File: config.mk
export PLATFORM = sky130hd
export DESIGN_NAME = lcd_pixel_reader
export DESIGN_NICKNAME = d
export VERILOG_FILES = /design/src/rtl/lcd_timing_pkg.sv /design/src/rtl/lcd_timing_counter.sv /design/src/rtl/lcd_pixel_reader.sv
export SDC_FILE = /design/constraint.sdc
export NUM_CORES = 1
export LEC_CHECK = 0
export CAP_MARGIN = 0
export CORE_MARGIN = 5
export CORE_UTILIZATION = 39
export DETAILED_ROUTE_END_ITERATION = 12
export PLACE_DENSITY_LB_ADDON = 0.3
export SETUP_SLACK_MARGIN = 0.2
export SLEW_MARGIN = 25
export SYNTH_ARGS = -nofsm -noshare
export SYNTH_HDL_FRONTEND = slang
export SYNTH_HIERARCHICAL = 1
export SYNTH_SLANG_ARGS = --single-unit
File: constraint.sdc
create_clock -name clock -period 4.7 [get_ports clock]
set_clock_uncertainty 0.05 [all_clocks]
set_input_delay 1.175 -clock clock [delete_from_list [all_inputs] [get_ports clock]]
set_output_delay 1.175 -clock clock [all_outputs]
set_load 0.03 [all_outputs]
File: src/rtl/lcd_timing_pkg.sv
// Shared types and timing arithmetic for the LCD pixel reader.
// Holds the scan-out state encoding and the frame-total helpers.
package lcd_timing_pkg;

    typedef enum logic {
        FILL = 1'b0,
        RUN  = 1'b1
    } state_t;

    function automatic int h_total(int active, int front, int sync, int back);
        return active + front + sync + back;
    endfunction

    function automatic int v_total(int active, int front, int sync, int back);
        return active + front + sync + back;
    endfunction

    // Counter width large enough to also represent the total itself,
    // so window end points equal to the total do not wrap.
    function automatic int count_width(int total);
        return $clog2(total + 1);
    endfunction

endpackage

File: src/rtl/lcd_timing_counter.sv
// Horizontal/vertical raster counters with sync, active and frame decode.
// Counters sit at zero whenever run is low.
module lcd_timing_counter
    import lcd_timing_pkg::*;
#(
    parameter int H_ACTIVE = 480,
    parameter int H_FRONT  = 8,
    parameter int H_SYNC   = 4,
    parameter int H_BACK   = 43,
    parameter int V_ACTIVE = 272,
    parameter int V_FRONT  = 4,
    parameter int V_SYNC   = 4,
    parameter int V_BACK   = 12
) (
    input  logic clock,
    input  logic reset,
    input  logic run,
    output logic active,
    output logic hsync,
    output logic vsync,
    output logic frame_first,
    output logic frame_end
);

    localparam int H_TOTAL = h_total(H_ACTIVE, H_FRONT, H_SYNC, H_BACK);
    localparam int V_TOTAL = v_total(V_ACTIVE, V_FRONT, V_SYNC, V_BACK);
    localparam int HW      = count_width(H_TOTAL);
    localparam int VW      = count_width(V_TOTAL);

    localparam logic [HW-1:0] H_LAST     = HW'(H_TOTAL - 1);
    localparam logic [HW-1:0] H_ACT_END  = HW'(H_ACTIVE);
    localparam logic [HW-1:0] H_SYNC_BEG = HW'(H_ACTIVE + H_FRONT);
    localparam logic [HW-1:0] H_SYNC_END = HW'(H_ACTIVE + H_FRONT + H_SYNC);
    localparam logic [VW-1:0] V_LAST     = VW'(V_TOTAL - 1);
    localparam logic [VW-1:0] V_ACT_END  = VW'(V_ACTIVE);
    localparam logic [VW-1:0] V_SYNC_BEG = VW'(V_ACTIVE + V_FRONT);
    localparam logic [VW-1:0] V_SYNC_END = VW'(V_ACTIVE + V_FRONT + V_SYNC);

    logic [HW-1:0] h;
    logic [VW-1:0] v;
    logic          h_wrap;

    assign h_wrap = (h == H_LAST);

    // NOTE: sequential state uses non-blocking assignments so every register
    // samples pre-edge values regardless of process evaluation order.
    always_ff @(posedge clock or posedge reset) begin
        if (reset) begin
            h <= '0;
            v <= '0;
        end else if (!run) begin
            h <= '0;
            v <= '0;
        end else if (h_wrap) begin
            h <= '0;
            v <= (v == V_LAST) ? '0 : v + 1'b1;
        end else begin
            h <= h + 1'b1;
        end
    end

    // NOTE: every output of a combinational block is assigned on every path,
    // otherwise synthesis infers a latch to hold the old value.
    always_comb begin
        active      = (h < H_ACT_END) && (v < V_ACT_END);
        hsync       = !((h >= H_SYNC_BEG) && (h < H_SYNC_END));
        vsync       = !((v >= V_SYNC_BEG) && (v < V_SYNC_END));
        frame_first = (h == '0) && (v == '0);
        frame_end   = h_wrap && (v == V_LAST);
    end

endmodule

File: src/rtl/lcd_pixel_reader.sv
// Streams pixels from a show-ahead FIFO onto an RGB LCD panel.
// Waits for a prefill level, then scans whole frames with registered outputs.
module lcd_pixel_reader
    import lcd_timing_pkg::*;
#(
    parameter int DATA_WIDTH    = 16,
    parameter int POINTER_WIDTH = 10,
    parameter int H_ACTIVE      = 480,
    parameter int H_FRONT       = 8,
    parameter int H_SYNC        = 4,
    parameter int H_BACK        = 43,
    parameter int V_ACTIVE      = 272,
    parameter int V_FRONT       = 4,
    parameter int V_SYNC        = 4,
    parameter int V_BACK        = 12,
    parameter int PREFILL_LEVEL = 256
) (
    input  logic                     clock,
    input  logic                     reset,
    input  logic                     enable,
    input  logic [POINTER_WIDTH-1:0] fifo_used,
    input  logic [DATA_WIDTH-1:0]    fifo_data,
    output logic                     fifo_acknowledge,
    output logic                     lcd_hsync,
    output logic                     lcd_vsync,
    output logic                     lcd_de,
    output logic [DATA_WIDTH-1:0]    lcd_rgb,
    output logic                     frame_start,
    output logic [15:0]              underflow_count
);

    localparam logic [POINTER_WIDTH-1:0] PREFILL = POINTER_WIDTH'(PREFILL_LEVEL);

    state_t state, state_next;
    logic   running;
    logic   active, hsync, vsync, frame_first, frame_end;
    logic   fifo_empty, starved;

    assign running    = (state == RUN);
    assign fifo_empty = (fifo_used == '0);
    assign starved    = running && active && fifo_empty;

    lcd_timing_counter #(
        .H_ACTIVE (H_ACTIVE),
        .H_FRONT  (H_FRONT),
        .H_SYNC   (H_SYNC),
        .H_BACK   (H_BACK),
        .V_ACTIVE (V_ACTIVE),
        .V_FRONT  (V_FRONT),
        .V_SYNC   (V_SYNC),
        .V_BACK   (V_BACK)
    ) u_timing (
        .clock       (clock),
        .reset       (reset),
        .run         (running),
        .active      (active),
        .hsync       (hsync),
        .vsync       (vsync),
        .frame_first (frame_first),
        .frame_end   (frame_end)
    );

    always_ff @(posedge clock or posedge reset) begin
        if (reset) begin
            state <= FILL;
        end else begin
            state <= state_next;
        end
    end

    // A running frame is only left at its last pixel, so dropping enable never truncates it.
    always_comb begin
        state_next       = state;
        fifo_acknowledge = 1'b0;
        case (state)
            FILL: if (enable && (fifo_used >= PREFILL)) state_next = RUN;
            RUN:  if (frame_end && !enable)             state_next = FILL;
        endcase
        if (!reset && running && active && !fifo_empty) fifo_acknowledge = 1'b1;
    end

    always_ff @(posedge clock or posedge reset) begin
        if (reset) begin
            lcd_hsync       <= 1'b1;
            lcd_vsync       <= 1'b1;
            lcd_de          <= 1'b0;
            lcd_rgb         <= '0;
            frame_start     <= 1'b0;
            underflow_count <= '0;
        end else if (running) begin
            lcd_hsync   <= hsync;
            lcd_vsync   <= vsync;
            lcd_de      <= active;
            lcd_rgb     <= fifo_acknowledge ? fifo_data : '0;
            frame_start <= frame_first;
            if (starved && (underflow_count != 16'hFFFF)) begin
                underflow_count <= underflow_count + 16'd1;
            end
        end else begin
            lcd_hsync   <= 1'b1;
            lcd_vsync   <= 1'b1;
            lcd_de      <= 1'b0;
            lcd_rgb     <= '0;
            frame_start <= 1'b0;
        end
    end

endmodule
-- After elaboration in Yosys (flattened, before gate mapping)
Cells that the tools add are included.
- register bits after elaboration: 56
- output and inout bits: 37
- word-level logic and storage cells: 61
- eq/ne operators: 4
- reductions and logical operators: 22
- multiplexer cells: 15
- order comparisons: 7
- bitwise operators: 1
- add/sub/neg operators: 3
- operators by type and width (cell ; number):
    $mux 16 ; 2
    $mux 9 ; 3
    $ge 10x9->1 const B ; 2
    $logic_not 10->1 ; 2
    $lt 10x9->1 const B ; 2
    $mux 10 ; 2
    $lt 9x9->1 const B ; 2
    $add 16x1->16 const B ; 1
    $ne 16x16->1 const B ; 1
    $logic_and 1x1->1 ; 13
    $add 10x1->10 const B ; 1
    $eq 10x10->1 const B ; 1
    $add 9x1->9 const B ; 1
    $eq 9x9->1 const B ; 1
    $ge 9x9->1 const B ; 1
    $logic_not 9->1 ; 1
    $mux 1 ; 7
    $logic_not 1->1 ; 5
    $ne 2x1->1 const B ; 1
    $pmux 1 s2 ; 1
    $reduce_and 2->1 ; 1
    $not 1->1 ; 1

-- Depth between registers and ports, before layout
Gate-level depths: netlist (run 1).
- depth in word-level cells: 7
- mapped depth: 9

-- Modules after synthesis
The synthesis (run 1) kept the hierarchy.
- by module, submodules not included (module ; times used ; cells each ; area each (um2)):
    lcd_pixel_reader ; 1 ; 135 ; 1709.1
    lcd_timing_counter ; 1 ; 126 ; 1102.3

-- Worst setup path before layout (run 1)
No wires, ideal clock.
- path type: input -> output
- start: in reset
- end: out fifo_acknowledge
- slack: 0.812 ns
- data arrival time: 2.663 ns
- stages on the path: 4
- cell sequence: inv_1 -> and3_1 -> clkbuf_1 -> buf_2
- longest elaborated chain between the ends: 5
- RTL lines (item ; line ; RTL):
    start, declared ; lcd_pixel_reader.sv:19 ; input logic reset,
    $logic_not 1->1 (no source line) ; - ;
    $logic_and 1x1->1 (3 in a row) ; lcd_pixel_reader.sv:79 ; if (!reset && running && active && !fifo_empty) fifo_acknowledge = 1'b1;
    $mux 1 ; lcd_pixel_reader.sv:79 ;
    end, declared ; lcd_pixel_reader.sv:23 ; output logic fifo_acknowledge,
No other way between the ends.

-- Worst setup path in the final report (run 1)
- start: in fifo_used[1]
- end: out fifo_acknowledge
- longest elaborated chain between the ends: 4
- RTL lines (item ; line ; RTL):
    start, declared ; lcd_pixel_reader.sv:21 ; input logic [POINTER_WIDTH-1:0] fifo_used,
    $logic_not 10->1 ; lcd_pixel_reader.sv:40 ; assign fifo_empty = (fifo_used == '0);
    $logic_not 1->1 ; lcd_pixel_reader.sv:79 ;
    $logic_and 1x1->1 ; lcd_pixel_reader.sv:79 ;
    $mux 1 ; lcd_pixel_reader.sv:79 ;
No other way between the ends.

==> results of run 1 <==
==> synthesized netlist by cell type (all sizes together), types with 3 or more instances <==
library cell	n
dfrtp	54
nand2	22
and2	19
nor2	17
nand3	15
xor2	14
inv	13
nand4	12
a2111oi	8
xnor2	8
a21oi	7
buf	7
nor4	7
and3	6
ha	6
or3	5
a211oi	4
nor3	4
o22ai	4
and4	3
clkbuf	3
nand2b	3
nor4b	3
o21ai	3
or4	3
==> worst min-delay path by stage <==
stage                              startpoint                   to  slack, ns
after floorplan                       running            lcd_hsync       0.41
after global placement    underflow_count[12]  underflow_count[12]       0.43
after detailed placement  underflow_count[12]  underflow_count[12]       0.44
after CTS                 underflow_count[12]  underflow_count[12]       0.46
after global routing      underflow_count[12]  underflow_count[12]       0.49
final                     underflow_count[12]  underflow_count[12]       0.46
==> sequential cells by signal, summed over array words and instances (netlist names) <==
name,cells
lcd_rgb,16
underflow_count,16
u_timing/h,10
u_timing/v,9
frame_start,1
lcd_de,1
lcd_hsync,1
lcd_vsync,1
running,1
==> through the flow <==
step,hold WS (ns),util [%]
floorplan,0.406,-
detailed placement,0.443,49.5
global placement,0.435,49.5
CTS,0.459,50.8
finish,0.458,50.8
global route,0.490,50.8
==> report_power, final <==
part	switching [mW]	leakage (nW)	total, mW	internal, mW
Clock	0.163	0.0445	0.270	0.106
Combinational	0.0873	0.756	0.176	0.0882
Sequential	0.0485	0.723	0.568	0.519
==> metal layers <==
metal / share of wire, % / global-route usage (%) / vias to the layer above
li1: - / - / 1050
met4: 2.0 / 5.05 / 0
met3: 6.3 / 3.27 / 11
met1: 43 / 19.4 / 1015
met5: 0 / 0 / -
met2: 49 / 22.5 / 60
==> layout make-up <==
cell class	instances	area, um^2
fill	675	3510
sequential	56	1400
multi-input combinational	182	1300
timing repair buffer	66	656
tap	99	124
clock buffer	5	68.8
inverter	13	48.8
clock inverter	3	21.3
==> kinds of logic (layout without fill, tap and decap cells) <==
kind of cell | Yosys count | in the layout | synth area share, %
adder cells (fa/ha/maj) | 6 | 6 | 2.67
XOR/XNOR | 22 | 22 | 6.85
AO/OA/AOI/OAI | 30 | 30 | 9.26
buffers and inverters | 23 | 87 | 3.92
AND/OR/NAND/NOR | 122 | 122 | 26.6
flip-flops | 56 | 56 | 49.9
multiplexers | 2 | 2 | 0.801
==> critical path, stage by stage <==
cell and delay (ns):
clkdlybuf4s50_1 0.48, nor4_4 0.42, nand3_1 0.16, and3_1 0.38, buf_4 0.24
==> results by group, run 1 <==
Run status
  – Status: finished, final reports clean

Job
  – Max cap viols: 0

Worst setup path
  – R2R Path End: underflow_count[15]
  – Crit path from: fifo_used[1]
  – Startpoint Class: input port
  – Data required, critical path: 3.47 ns
  – Setup crit end: fifo_acknowledge
  – Worst Path Arrival: 2.87 ns
  – RR Startpoint: u_timing/v[4]
  – Crit. End Element: primary output
  – Critical Path Fanout Max: 17
  – CP Class: in -> out
  – R2r setup slk: roughly 2.0 ns
  – Cell depth of the worst flop-to-flop path: 6

Die
  – Die height: 94.9 um
  – Starting density of the core: between 30% and 40%
  – Chip width: ~95 um
  – Top Ports: 66
  – Num rows: 31
  – Total die area: around 0.0090 mm^2
  – Total core area: between 0.007 and 0.008 mm^2

Clocking
  – # hold bufs at CTS: 0
  – H-Tree Depth: 2
  – Clk slew on worst S/H paths: about 0.11 ns
  – Setup Fix Bufs, Post-CTS: 0
  – CTS resizes: 0
  – Clk root buf: clkbuf_8
  – CTS Buffer Depth: 2
  – CTS tree: done
  – Clk Latency, worst-skew pair: about 0.31 ns
  – CTS Sinks: between 50 and 60
  – Num CTS Buffers: 5

Synthesis
  – Ys flop type: dfrtp_1
  – Largest area contributor in the netlist: dfrtp_1
  – Yosys top cell area share: between 40% and 50%
  – Post-Synthesis Cells: between 200 and 300
  – Netlist cell types: 46
  – Post-synth EDFFs: 0
  – Cell Area, Synth: 0.00281 mm^2
  – Register area share after synthesis: between 40 and 50%
  – Synth Area per Inst: approximately 11 um^2
  – Async SR Flop Fraction: 100%
  – Syn nets: 296
  – Warnings, synthesis: 6
  – Synth top area cells: dfrtp_1, xor2_1, a2111oi_2, and2_1, nand2_1
  – Synth Register Bits: between 50 and 60

Worst hold path
  – Hold Crit Class: reg -> reg
  – Hold path cells: 1

Finish
  – Antenna cells: 0
  – Post-layout instance area: 0.00363 mm^2
  – Layout cells sized above 1: around 10%
  – Commonest cells after routing, fill and taps aside: clkdlybuf4s50_1, dfrtp_1, nand2_1
  – Final #Nets: ~360
  – Area Growth Syn to Fin: 29.0%
  – Most common cell after layout, fill and taps aside: clkdlybuf4s50_1
  – Finished Layout Cells: 424

Detailed routing
  – Pre-Repair DR Iteration Count: 4
  – Via count: approximately 2100
  – Final wirelength: ~6.1 mm
  – WL per Instance: roughly 14 um
  – # DRC: 0
  – Via-per-instance ratio: 5.04
  – ANT nets after route: 0
  – 1st-iter DRT viols: 51

Power and ir drop
  – IR drop worst, VDD: between 0.00015 and 0.0002 V
  – PwrDens: about 280 mW/mm^2
  – LEAKAGE: roughly 1.5 nW
  – Tot Pwr: between 1 and 1.5 mW

Place
  – Place WS: between 0.5 and 0.6 ns
  – Dpl cell area: approximately 0.0035 mm^2
  – IO buf count: 65
  – Final HPWL DP: about 4.5 mm
  – Post-Place Cells: 416
  – GPL Wtd Cong: 0.852

Global route
  – Number of global-route vias before repair: about 2100
  – Antenna violations before repair: 0
  – Largest net degree at the start of global routing: 38
  – GR Overflow Total: 0
  – Global-route wire length before repair: ~10 mm
  – Overall routing resource usage: 14.3%

Timing
  – Setup violations, final: 0
  – Fin crit share: between 80% and 90%
  – Tightest Pin Transition: 0.734 ns
  – Final Hold Fails: 0
  – Slew Limit Fails: 0
  – Setup TNS: 0 ns
  – RSZ-0062 raised after global routing: false
  – Peak Freq: ~240 MHz
  – Setup WS post-layout: between 0.6 and 0.7 ns
  – Final min period: between 4 and 5 ns
  – Max_slew headroom: 51.0%
(Power assumes the default switching activity.)
==> inputs of run 2 (changes only) <==
--- a/config.mk
+++ b/config.mk
@@ -6,7 +6,6 @@
 export NUM_CORES = 1
 export LEC_CHECK = 0
 export CAP_MARGIN = 0
-export CORE_MARGIN = 5
 export CORE_UTILIZATION = 39
 export DETAILED_ROUTE_END_ITERATION = 12
 export PLACE_DENSITY_LB_ADDON = 0.3
==> constraint.sdc (replaced) <==
create_clock -name clock -period 4.65 [get_ports clock]
set_clock_uncertainty 0.05 [all_clocks]
set_input_delay 1.1625 -clock clock [delete_from_list [all_inputs] [get_ports clock]]
set_output_delay 1.1625 -clock clock [all_outputs]
set_load 0.03 [all_outputs]
==> run 2 against run 1 <==
Effect of this change: sequential power up 1%; clock power up 24%; setup slack worse by 0.023 ns; routed wire length rose by 1.4%; first-iteration DRC count rose by 98%; global-route usage grew 3.1 points; critical path depth unchanged; hold slack better by 0.0066 ns; non-clock buffer count grew 1; highest routed layer unchanged.
==> results by group, run 2 (synthesized netlist as in run 1, its figures left out) <==
Timing
  – Setup violations, final: 0 (unchanged)
  – Setup TNS: 0 ns (unchanged)
  – Max_slew headroom: 49.7% (-1.3 points)
  – Slew Limit Fails: 0 (unchanged)
  – Fin crit share: approximately 87%
  – Tightest Pin Transition: 0.753 ns (+0.0194 ns)
  – Final min period: ~4.1 ns
  – RSZ-0062 raised after global routing: false
  – Peak Freq: ~250 MHz
  – Final Hold Fails: 0 (unchanged)

Clocking
  – Num CTS Buffers: 5 (unchanged)
  – CTS resizes: 0 (unchanged)
  – H-Tree Depth: 2 (unchanged)
  – # hold bufs at CTS: 0 (unchanged)
  – CTS tree: done
  – Clk slew on worst S/H paths: 0.09 ns (-0.02 ns)
  – Clk Latency, worst-skew pair: 0.31 ns (about the same)
  – CTS Sinks: 56 (unchanged)
  – CTS Buffer Depth: 2 (unchanged)
  – Clk root buf: clkbuf_8
  – Setup Fix Bufs, Post-CTS: 0 (unchanged)

Power and ir drop
  – PwrDens: 297 mW/mm^2 (+6.1%)
  – LEAKAGE: 1.54 nW (+1.4%)
  – IR drop worst, VDD: 0.000269 V (+61%)

Finish
  – Layout cells sized above 1: 10.1% (+0.28 points)
  – Most common cell after layout, fill and taps aside: clkdlybuf4s50_1
  – Final #Nets: 360 (+0.28%)
  – Finished Layout Cells: 422 (-0.47%)
  – Multi-input logic area: 0.00130 mm^2 (unchanged)
  – Fillers: 637 (-5.6%)
  – Area Growth Syn to Fin: 30.2%
  – Seq. cell area: 0.00140 mm^2 (unchanged)
  – Top Registers: lcd_rgb: 16 flops, underflow_count: 16 flops, u_timing/h: 10 flops
  – Commonest cells after routing, fill and taps aside: clkdlybuf4s50_1, dfrtp_1, nand2_1
  – Antenna cells: 0 (unchanged)

Global route
  – Number of global-route vias before repair: 2079 (-1.5%)
  – Overall routing resource usage: 17.4% (+3.1 points)
  – GR Overflow Total: 0 (unchanged)
  – Largest net degree at the start of global routing: 38 (unchanged)
  – Antenna violations before repair: 0 (unchanged)
  – Global-route wire length before repair: 10.2 mm (+1.2%)

Run status
  – Status: finished, final reports clean

Detailed routing
  – ANT nets after route: 0 (unchanged)
  – Via-per-instance ratio: 5.09 (+0.94%)
  – Pre-Repair DR Iteration Count: 4 (unchanged)
  – 1st-iter DRT viols: 101 (+98%)
  – WL per Instance: 14.6 um (+1.9%)
  – # DRC: 0 (unchanged)
  – Via count: 2146 (+0.47%)
  – Final wirelength: 6.16 mm (+1.4%)

Worst setup path
  – Crit. End Element: primary output
  – Startpoint Class: input port
  – Data required, critical path: 3.44 ns (-0.03 ns)
  – Critical Path Fanout Max: 17 (unchanged)
  – CP Class: in -> out
  – Worst Path Arrival: 2.86 ns (about the same)

Die
  – Top Ports: 66 (unchanged)
  – Chip width: 86.9 um (-8.4%)
  – Starting density of the core: 40.9% (+1.5 points)
  – Total die area: 0.00755 mm^2 (-16%)
  – Die height: 86.9 um (-8.4%)
  – Total core area: 0.00687 mm^2 (-3.8%)
  – Num rows: 30 (-3.2%)

Place
  – Final HPWL DP: 4.51 mm (+1.3%)
  – IO buf count: 65 (unchanged)
  – GPL Wtd Cong: 0.885 (+3.9%)
  – Post-Place Cells: 414 (-0.48%)

Job
  – Max cap viols: 0 (unchanged)

Worst hold path
  – Hold Crit Class: reg -> reg
## run 2: cell types whose count changed in the layout (fill, tap and decap cells not counted), sizes merged
cell / previous run / this run
buf: 2 / 3
bufinv: 0 / 1
clkbuf: 5 / 6
clkinvlp: 1 / 0
inv: 14 / 13
## run 2: through the flow
step	util, %	hold WS, ns	area, um^2	power (mW)	setup slack (ns)
floorplan	-	0.406	2810	0.691	0.787
global placement	51.4	0.440	3530	0.759	0.618
detailed placement	51.5	0.452	3540	0.762	0.556
CTS	53.3	0.467	3660	1.10	0.557
global route	53.3	0.485	3660	1.14	0.413
finish	53.3	0.464	3660	1.09	0.582
## run 2: worst paths after layout
kind                                    start                   to  slack, ns  depth (start not counted)
worst max-delay path             fifo_used[0]     fifo_acknowledge       0.58                          5
max in group asynchronous               reset        u_timing/h[2]       2.82                          2
worst max register to register  u_timing/v[4]  underflow_count[15]       2.04                          6
min in group asynchronous               reset        u_timing/h[6]       1.25                          2
worst min-delay path            u_timing/h[0]        u_timing/h[0]       0.46                          1
worst min register to register  u_timing/h[0]        u_timing/h[0]       0.46                          1
## run 2: worst max-delay path, cell delays in order
cell,delay [ns]
clkdlybuf4s50_1,0.48
nor4_4,0.42
nand3_1,0.17
and3_1,0.38
buf_4,0.24
## run 2: report_power, final
part	switching [mW]	total (mW)	internal, mW	leakage (nW)
Sequential	0.0489	0.574	0.525	0.723
Clock	0.158	0.335	0.176	0.0614
Combinational	0.0878	0.177	0.0891	0.760
Total	0.295	1.09	0.790	1.54
## run 2: metal layers
layer / GRT usage, % / wire, um / part of all wire, % / vias to the layer above
met1: 22.2 / 2710 / 44 / 1046
met4: 5.00 / 91 / 1.5 / 0
met2: 29.9 / 3120 / 51 / 40
met3: 3.51 / 226 / 3.7 / 10
met5: 0 / 0 / 0 / -
li1: - / - / - / 1050
## run 2: cell type report
| cell class | count | area share, % |
|---|---|---|
| Sequential cell | 56 | 38.3 |
| Multi-Input combinational cell | 182 | 35.6 |
| Timing Repair Buffer | 67 | 18.1 |
| Tap cell | 96 | 3.28 |
| Clock buffer | 6 | 2.26 |
| Inverter | 13 | 1.33 |
| Clock inverter | 2 | 1.06 |
==> inputs of run 3 (changes only) <==
--- a/config.mk
+++ b/config.mk
@@ -6,7 +6,9 @@
 export NUM_CORES = 1
 export LEC_CHECK = 0
 export CAP_MARGIN = 0
-export CORE_UTILIZATION = 39
+export CELL_PAD_IN_SITES_DETAIL_PLACEMENT = 0
+export CELL_PAD_IN_SITES_GLOBAL_PLACEMENT = 2
+export CORE_UTILIZATION = 31
 export DETAILED_ROUTE_END_ITERATION = 12
 export PLACE_DENSITY_LB_ADDON = 0.3
 export SETUP_SLACK_MARGIN = 0.2
==> run 3 against run 2 <==
Effect of this change: total power down 4.6%; cell area down 0.31%; setup slack improved by 0.0033 ns; sequential cell count unchanged; largest power group unchanged.
==> results by group, run 3 (synthesized netlist as in run 1, its figures left out) <==
Run status
  – Status: finished, final reports clean

Global route
  – Overall routing resource usage: 15.1% (-2.4 points)
  – GR Overflow Total: 0 (unchanged)
  – Largest net degree at the start of global routing: 38 (unchanged)
  – Antenna violations before repair: 0 (unchanged)
  – Number of global-route vias before repair: 2207 (+6.2%)
  – Global-route wire length before repair: 11.3 mm (+11%)

Die
  – Total core area: 0.00876 mm^2 (+28%)
  – Num rows: 34 (+13%)
  – Top Ports: 66 (unchanged)
  – Chip width: 97.2 um (+12%)
  – Total die area: 0.00945 mm^2 (+25%)
  – Die height: 97.2 um (+12%)
  – Starting density of the core: 32.1% (-8.8 points)

Worst hold path
  – Hold path cells: 1 (unchanged)
  – Hold Crit Class: reg -> reg

Timing
  – Max_slew headroom: 47.1% (-2.7 points)
  – Final min period: 4.07 ns (-0.00329 ns)
  – Hold WS: 0.461 ns (-0.00315 ns)
  – Slew Limit Fails: 0 (unchanged)
  – Setup TNS: 0 ns (unchanged)
  – RSZ-0062 raised after global routing: false
  – Tightest Pin Transition: 0.793 ns (+0.0399 ns)
  – Setup WS post-layout: 0.585 ns (+0.00329 ns)
  – Final Hold Fails: 0 (unchanged)
  – Setup violations, final: 0 (unchanged)
  – Peak Freq: 246 MHz (about the same)
  – Fin crit share: 87.4% (about the same)

Detailed routing
  – Via count: 2151 (+0.23%)
  – WL per Instance: 15.4 um (+5.6%)
  – Pre-Repair DR Iteration Count: 4 (unchanged)
  – # DRC: 0 (unchanged)
  – ANT nets after route: 0 (unchanged)
  – Via-per-instance ratio: 4.94 (-2.8%)
  – 1st-iter DRT viols: 62 (-39%)
  – Final wirelength: 6.70 mm (+8.9%)

Place
  – Dpl cell area: 0.00356 mm^2 (+0.46%)
  – GPL Wtd Cong: 0.834 (-5.8%)
  – Place WS: 0.539 ns (-0.0172 ns)
  – Final HPWL DP: 4.81 mm (+6.6%)
  – IO buf count: 65 (unchanged)
  – Post-Place Cells: 427 (+3.1%)

Finish
  – Post-layout instance area: 0.00365 mm^2 (-0.31%)
  – Commonest cells after routing, fill and taps aside: clkdlybuf4s50_1, dfrtp_1, nand2_1
  – Fin util: 41.6% (-12 points)
  – Final #Nets: 361 (+0.28%)
  – Layout cells sized above 1: 10.1% (-0.031 points)
  – Most common cell after layout, fill and taps aside: clkdlybuf4s50_1
  – Top Registers: lcd_rgb: 16 flops, underflow_count: 16 flops, u_timing/h: 10 flops
  – Finished Layout Cells: 435 (+3.1%)
  – Area Growth Syn to Fin: 29.8%
  – Antenna cells: 0 (unchanged)

Clocking
  – Setup Fix Bufs, Post-CTS: 0 (unchanged)
  – # hold bufs at CTS: 0 (unchanged)
  – Num CTS Buffers: 5 (unchanged)
  – CTS Sinks: 56 (unchanged)
  – CTS tree: done
  – H-Tree Depth: 2 (unchanged)
  – CTS resizes: 0 (unchanged)
  – Clk slew on worst S/H paths: 0.11 ns (+0.02 ns)
  – CTS Buffer Depth: 2 (unchanged)
  – Clk root buf: clkbuf_8
  – Clk Latency, worst-skew pair: 0.31 ns (about the same)

Power and ir drop
  – Tot Pwr: 1.04 mW (-4.6%)
  – IR drop worst, VDD: 0.000195 V (-27%)
  – LEAKAGE: 1.53 nW (-0.74%)
  – PwrDens: 284 mW/mm^2 (-4.3%)

Worst setup path
  – Worst Path Arrival: 2.85 ns (about the same)
  – CP max stage cell: clkdlybuf4s50_1
  – Crit path depth: 5 (unchanged)
  – Cell depth of the worst flop-to-flop path: 6 (unchanged)
  – CP delay by family, top: simple AND/OR/NAND/NOR gates
  – CP Class: in -> out
  – Critical Path Fanout Max: 17 (unchanged)
  – Cell Chain, Critical Path: clkdlybuf4s50_1, nor4_4, nand3_1, and3_1, buf_4
  – Crit path largest cell delay: 0.44 ns (-0.04 ns)
  – Data required, critical path: 3.44 ns (about the same)
  – Startpoint Class: input port
  – Bufs and invs on worst path: 2 (unchanged)
  – Crit. End Element: primary output

Job
  – Max cap viols: 0 (unchanged)
[run 3: worst paths after layout]
check	from	end	slack, ns
max in group asynchronous	reset	u_timing/h[6]	2.79
worst max-delay path	fifo_used[1]	fifo_acknowledge	0.58
worst max register to register	u_timing/v[4]	underflow_count[15]	2.01
worst min register to register	underflow_count[12]	underflow_count[12]	0.46
min in group asynchronous	reset	running	1.26
worst min-delay path	underflow_count[12]	underflow_count[12]	0.46
[run 3: where the power goes]
part	switching, mW	total, mW	internal (mW)	leakage [nW]
Clock	0.162	0.283	0.122	0.0445
Combinational	0.0874	0.176	0.0886	0.765
Sequential	0.0519	0.577	0.525	0.723
[run 3: routing by layer]
| metal | global-route usage [%] | wire [um] |
|---|---|---|
| met1 | 19.3 | 3060 |
| met2 | 26.1 | 3400 |
| met3 | 3.53 | 217 |
| met4 | 2.71 | 33 |
| met5 | 0 | 0 |
[run 3: cell type report]
cell class | count | area (um^2)
Timing Repair Buffer | 68 | 671
Fill cell | 879 | 5110
Multi-Input combinational cell | 182 | 1300
Clock inverter | 1 | 7.51
Clock buffer | 7 | 86.3
Tap cell | 108 | 135
Inverter | 13 | 48.8
Sequential cell | 56 | 1400
